## src/rtl/aes_hmac_rx_collector_pkg.sv

```systemverilog
// Shared types and constants for the AES/HMAC result collector.
package aes_hmac_rx_collector_pkg;

    localparam int CIPHER_BYTES = 16;
    localparam int MAC_BYTES    = 32;

    localparam logic [1:0] ERR_SHORT = 2'd1;
    localparam logic [1:0] ERR_GAP   = 2'd2;
    localparam logic [1:0] ERR_OVF   = 2'd3;

    typedef enum logic [2:0] {
        ST_IDLE,
        ST_CIPHER,
        ST_GAP,
        ST_MAC,
        ST_HOLD
    } state_e;

endpackage

```

## src/rtl/aes_hmac_rx_collector_rx_gap_timer.sv

```systemverilog
// Counts consecutive idle cycles; expire is combinational on the GAP_MAX-th increment.
// Clears on clr or on expiry so the next gap always starts from zero.
module rx_gap_timer #(
    parameter int GAP_MAX = 1023
) (
    input  logic clk,
    input  logic rst_n,
    input  logic clr,
    input  logic inc,
    output logic expire
);
    localparam int TW = $clog2(GAP_MAX);

    logic [TW-1:0] cnt_q, cnt_d;

    assign expire = inc && (cnt_q == TW'(GAP_MAX - 1));

    always_comb begin
        cnt_d = cnt_q;
        if (clr || expire) begin
            cnt_d = '0;
        end else if (inc) begin
            cnt_d = cnt_q + TW'(1);
        end
    end

    always_ff @(posedge clk) begin
        if (!rst_n) begin
            cnt_q <= '0;
        end else begin
            cnt_q <= cnt_d;
        end
    end

endmodule

```

## src/rtl/aes_hmac_rx_collector.sv

```systemverilog
// Deserializes 16 cipher + 32 MAC bytes into one frame; o_valid one cycle after the last byte.
// Frame held until i_ready; bytes arriving while held and not consumed are dropped as overflow.
module aes_hmac_rx_collector
    import aes_hmac_rx_collector_pkg::*;
#(
    parameter int GAP_MAX = 1023
) (
    input  logic         clk,
    input  logic         rst_n,
    input  logic [7:0]   i_data,
    input  logic         i_valid,
    output logic [127:0] o_cipher,
    output logic [255:0] o_mac,
    output logic         o_valid,
    input  logic         i_ready,
    output logic         o_err,
    output logic [1:0]   o_err_code,
    output logic         o_busy
);
    state_e         state_q, state_d;
    logic [4:0]     cnt_q, cnt_d;
    logic [127:0]   cipher_q, cipher_d;
    logic [255:0]   mac_q, mac_d;
    logic           valid_q, valid_d;
    logic           err_q, err_d;
    logic [1:0]     code_q, code_d;
    logic           busy_q, busy_d;
    logic           gap_inc;
    logic           gap_expire;

    rx_gap_timer #(.GAP_MAX(GAP_MAX)) u_gap_timer (
        .clk    (clk),
        .rst_n  (rst_n),
        .clr    (!gap_inc),
        .inc    (gap_inc),
        .expire (gap_expire)
    );

    always_comb begin
        state_d  = state_q;
        cnt_d    = cnt_q;
        cipher_d = cipher_q;
        mac_d    = mac_q;
        valid_d  = valid_q;
        err_d    = 1'b0;
        code_d   = code_q;
        gap_inc  = 1'b0;
        unique case (state_q)
            ST_IDLE: begin
                if (i_valid) begin
                    cipher_d[7:0] = i_data;
                    cnt_d         = 5'd1;
                    state_d       = ST_CIPHER;
                end
            end
            ST_CIPHER: begin
                if (i_valid) begin
                    cipher_d[{cnt_q[3:0], 3'b000} +: 8] = i_data;
                    if (cnt_q == 5'(CIPHER_BYTES - 1)) begin
                        cnt_d   = 5'd0;
                        state_d = ST_GAP;
                    end else begin
                        cnt_d = cnt_q + 5'd1;
                    end
                end else begin
                    err_d   = 1'b1;
                    code_d  = ERR_SHORT;
                    cnt_d   = 5'd0;
                    state_d = ST_IDLE;
                end
            end
            ST_GAP: begin
                if (i_valid) begin
                    mac_d[7:0] = i_data;
                    cnt_d      = 5'd1;
                    state_d    = ST_MAC;
                end else begin
                    gap_inc = 1'b1;
                    if (gap_expire) begin
                        err_d   = 1'b1;
                        code_d  = ERR_GAP;
                        state_d = ST_IDLE;
                    end
                end
            end
            ST_MAC: begin
                if (i_valid) begin
                    mac_d[{cnt_q, 3'b000} +: 8] = i_data;
                    if (cnt_q == 5'(MAC_BYTES - 1)) begin
                        cnt_d   = 5'd0;
                        valid_d = 1'b1;
                        state_d = ST_HOLD;
                    end else begin
                        cnt_d = cnt_q + 5'd1;
                    end
                end else begin
                    err_d   = 1'b1;
                    code_d  = ERR_SHORT;
                    cnt_d   = 5'd0;
                    state_d = ST_IDLE;
                end
            end
            ST_HOLD: begin
                if (i_ready) begin
                    valid_d = 1'b0;
                    state_d = ST_IDLE;
                    // Same-cycle consume lets a back-to-back stream start the next frame here.
                    if (i_valid) begin
                        cipher_d[7:0] = i_data;
                        cnt_d         = 5'd1;
                        state_d       = ST_CIPHER;
                    end
                end else if (i_valid) begin
                    err_d  = 1'b1;
                    code_d = ERR_OVF;
                end
            end
            default: begin
                state_d = ST_IDLE;
                cnt_d   = 5'd0;
                valid_d = 1'b0;
            end
        endcase
        busy_d = (state_d != ST_IDLE) && (state_d != ST_HOLD);
    end

    always_ff @(posedge clk) begin
        if (!rst_n) begin
            state_q  <= ST_IDLE;
            cnt_q    <= 5'd0;
            cipher_q <= '0;
            mac_q    <= '0;
            valid_q  <= 1'b0;
            err_q    <= 1'b0;
            code_q   <= 2'd0;
            busy_q   <= 1'b0;
        end else begin
            state_q  <= state_d;
            cnt_q    <= cnt_d;
            cipher_q <= cipher_d;
            mac_q    <= mac_d;
            valid_q  <= valid_d;
            err_q    <= err_d;
            code_q   <= code_d;
            busy_q   <= busy_d;
        end
    end

    assign o_cipher   = cipher_q;
    assign o_mac      = mac_q;
    assign o_valid    = valid_q;
    assign o_err      = err_q;
    assign o_err_code = code_q;
    assign o_busy     = busy_q;

endmodule

```

## config.mk

```make
export PLATFORM = sky130hd
export DESIGN_NAME = aes_hmac_rx_collector
export DESIGN_NICKNAME = d
export VERILOG_FILES = /design/src/rtl/aes_hmac_rx_collector_pkg.sv /design/src/rtl/aes_hmac_rx_collector_rx_gap_timer.sv /design/src/rtl/aes_hmac_rx_collector.sv
export SDC_FILE = /design/constraint.sdc
export NUM_CORES = 1
export LEC_CHECK = 0
export CAP_MARGIN = 20
export CORE_MARGIN = 3
export CORE_UTILIZATION = 25
export CTS_BUF_LIST = sky130_fd_sc_hd__clkbuf_8
export CTS_CLUSTER_DIAMETER = 100
export DETAILED_ROUTE_END_ITERATION = 10
export GPL_ROUTABILITY_DRIVEN = 0
export GPL_TIMING_DRIVEN = 0
export HOLD_SLACK_MARGIN = 0.05
export SLEW_MARGIN = 30
export SYNTH_ARGS = -nofsm -noshare
export SYNTH_HDL_FRONTEND = slang
export SYNTH_HIERARCHICAL = 1
export SYNTH_SLANG_ARGS = --single-unit
```

## constraint.sdc

```tcl
create_clock -name clk -period 2.81 [get_ports clk]
set_input_delay 0.4215 -clock clk [delete_from_list [all_inputs] [get_ports clk]]
set_output_delay 0.4215 -clock clk [all_outputs]
set_load 0.1 [all_outputs]
```

==> out/summary.txt <==
RSZ-0062 raised after global routing - yes
Max Clock Skew - 0.0263 ns
crit-path max FO - 10
complex-gate fraction of the synthesized area - 0.0637
H-tree levels - 3
Die X-Extent - 257 um
Sink Count - 407
Synth Area in XOR/XNOR - 0.00716
initial core utilization - 0.254
top layer in use - met5
period utilization - 0.999
Post-Synthesis Cells - 1670
total track usage - 0.196
syn_area_per_cell - 9.41 um^2
WL/cell - 21.9 um
drt first pass iters - 5
mux share of post-synthesis cell area - 0.172
Mapped Area - 0.0157 mm^2
status - finished clean
Power, Total - 0.0125 W
net count after synthesis - 1692
Seq/Total Area, Yosys - 0.518
Remaining DRCs - 0
Routed Antenna Nets - 0
Reg clk slew, reported paths - 0.06 ns
Post-synth ARST share - 0
CP Data Required Time - 3.33 ns
Most used DFF post-synth - dfxtp_1
DR vias - 14405
r2r setup slk - 0.003 ns
critical path launch point type - register
Hold Path Class - input pin to register
global-route wire length before repair - 95900 um
initial antenna violation count - 3
Reg2Reg Launch Point - cnt_q[1]
Root Driver - clkbuf_8
vias in the first global route - 14506
DR iter-0 viols - 800
Max Slew Vio Count - 0
Setup CP Type - register to register
synthesized flop and latch total - 407
Peak Freq - 356 MHz
pwr dens - 556 mW/mm^2
PortBufs - 394
I/O pin cnt - 401
crit end category - register
GRT overflow - 0
Leak - 8.54 nW
Cell Rows - 91
Min-Delay Path Depth - 3
die height - 257 um
worst slew pin tran - 1.05 ns
core area - 0.0619 mm^2
critical path arrival - 3.33 ns
Fillers - 6293
placed cells - 2902
R2R Path End - o_mac[8]
share of post-route cells with drive strength above 1 - 0.157
CTS tree - yes
largest net degree at the start of global routing - 11
Clock Path Buffers - 3
largest family of logic cells by synthesized area - simple AND/OR/NAND/NOR gates
Slew headroom - 0.301
Final #Nets - 2177
detailed placement HPWL - 50500 um
Synth cell types - 65
DR vias/cell - 4.73
Max-Cap Viols - 0
Worst Reg-to-Reg Cells - 9
Worst Hold End - o_mac[2]
Final Hold Vio Count - 0
Adder-Cell Fraction of Synth Area - 0.00796
WL met3 - 5800 um
n_diodes - 0
yosys warns - 6
Syn-to-layout area delta - 43.0%
routed wire length - 66800 um
fin crit period - 2.81 ns
Metal-1 WL - 26700 um
CTS buffer count - 74
met2 routed WL - 31200 um
Hold Path Origin - i_data[2]
Peak VDD IR - 373 uV
Final Non-Filler Cells - 3047
setup violators final - 0
Worst-Skew Late Latency - 0.64 ns
die area - 0.0659 mm^2
EDFF count, synth - 0
Post-Synth Simple-Gate Area - 0.197
==> cells by family after synthesis <==
| family | count (synthesis) |
|---|---|
| mux | 270 |
| simple gates | 663 |
| compound gates | 179 |
| buf+inv | 129 |
| flops | 407 |
| fa+ha+maj | 10 |
| xor+xnor | 12 |
==> sequential cells by signal (all words and copies together) (netlist names) <==
| register | cells |
|---|---|
| o_mac | 256 |
| state_q | 3 |
| o_cipher | 128 |
| o_valid | 1 |
| o_busy | 1 |
| cnt_q | 5 |
| u_gap_timer/cnt_q | 10 |
| o_err | 1 |
| o_err_code | 2 |
==> report_power, final <==
part / switching, W / internal, W / leakage, nW
combinational: 0.000592 / 0.000155 / 4.40
clock: 0.00257 / 0.00340 / 0.863
sequential: 0.0000101 / 0.00579 / 3.28
==> area by class of cell <==
cell class                      count  area, um^2  area share
Multi-Input combinational cell   1134        7430       0.330
Sequential cell                   407        8150       0.362
Clock inverter                     40         327      0.0145
Inverter                           12        48.8     0.00217
Clock buffer                       91        1250      0.0557
Timing Repair Buffer              412        3720       0.165
Tap cell                          837        1050      0.0466
Buffer                            114         517      0.0230
==> metrics by stage <==
step | util | worst slack (ns) | hold slack, ns | setup TNS [ns] | instance area, um^2
floorplan | - | 0.255 | 0.469 | 0 | 15700
global placement | 0.334 | -0.747 | 0.443 | -112.11 | 20700
detailed placement | 0.329 | -0.536 | 0.445 | -112.14 | 20400
CTS | 0.359 | 0.00205 | 0.236 | 0 | 22200
global route | 0.363 | -0.0529 | 0.261 | -0.628 | 22500
finish | 0.363 | 0.00293 | 0.306 | 0 | 22500
==> Yosys cell counts (7+ instances only) <==
| cell | count | share of area |
|---|---|---|
| nand2_1 | 335 | 0.080 |
| dfxtp_1 | 407 | 0.52 |
| nand4_1 | 10 | 0.0040 |
| ha_1 | 10 | 0.0080 |
| mux2i_1 | 269 | 0.17 |
| nand2b_1 | 7 | 0.0028 |
| nor2b_1 | 10 | 0.0040 |
| nand3_1 | 156 | 0.050 |
| or3_1 | 15 | 0.0060 |
| buf_1 | 8 | 0.0019 |
| a21oi_1 | 18 | 0.0057 |
| clkbuf_1 | 83 | 0.020 |
| xor2_1 | 8 | 0.0045 |
| nor2_2 | 17 | 0.0068 |
| o21ai_1 | 11 | 0.0035 |
| inv_1 | 11 | 0.0026 |
| buf_2 | 23 | 0.0073 |
| and3_1 | 14 | 0.0056 |
| nor3_1 | 7 | 0.0022 |
| nor2_1 | 57 | 0.014 |
| o21ai_0 | 114 | 0.036 |
==> timing repair <==
action	in CTS	in global routing
gates resized for setup	48	66
buffers inserted	9	8
gates cloned	0	0
setup endpoints to repair	361	215
pin swaps	7	5
hold buffers	0	0
==> placed cells by master (no fill, tap or decap), types with 6 or more instances in the layout <==
cell type	n
o21ai_1	7
clkbuf_1	64
inv_1	28
nor2b_1	9
clkbuf_4	6
buf_4	16
nand2_1	327
or3_1	14
clkbuf_8	91
clkbuf_2	16
nand2_4	8
clkinv_2	9
o21ai_0	114
buf_1	7
nor2_1	56
and3_1	11
mux2i_1	269
a21oi_1	16
buf_2	101
clkinvlp_4	8
ha_1	9
dfxtp_1	404
nand2b_1	7
nand4_1	10
nand3_1	151
clkdlybuf4s50_1	309
xor2_1	7
nor2_4	16
==> routing by layer <==
| layer | vias to the layer above | GRT usage |
|---|---|---|
| met5 | - | 0 |
| met1 | 6970 | 0.227 |
| met4 | 2 | 0.0953 |
| met2 | 569 | 0.324 |
| li1 | 6713 | - |
| met3 | 151 | 0.0667 |
==> worst max-delay path by stage <==
stage,slack [ns],startpoint,to,depth (start not counted)
2_1_floorplan,0.26,cnt_q[0],o_cipher[5],10
3_3_place_gp,-0.75,cnt_q[0],o_mac[158],9
3_5_place_dp,-0.54,rst_n,o_mac[246],7
4_1_cts,0.002,cnt_q[0],o_mac[199],11
5_1_grt,-0.05,cnt_q[1],o_mac[84],9
6_report,0.003,cnt_q[1],o_mac[8],9
==> critical path: stages, from the launching register on <==
cell      delay (ns)
dfxtp_2         0.40
buf_4           0.21
inv_1           0.11
ha_4            0.17
clkbuf_4        0.22
xnor2_4         0.38
nand3_1         0.43
nand2b_1        0.27
buf_2           0.21
a31o_2          0.27
No activity file was read; power rests on OpenSTA's default activity.
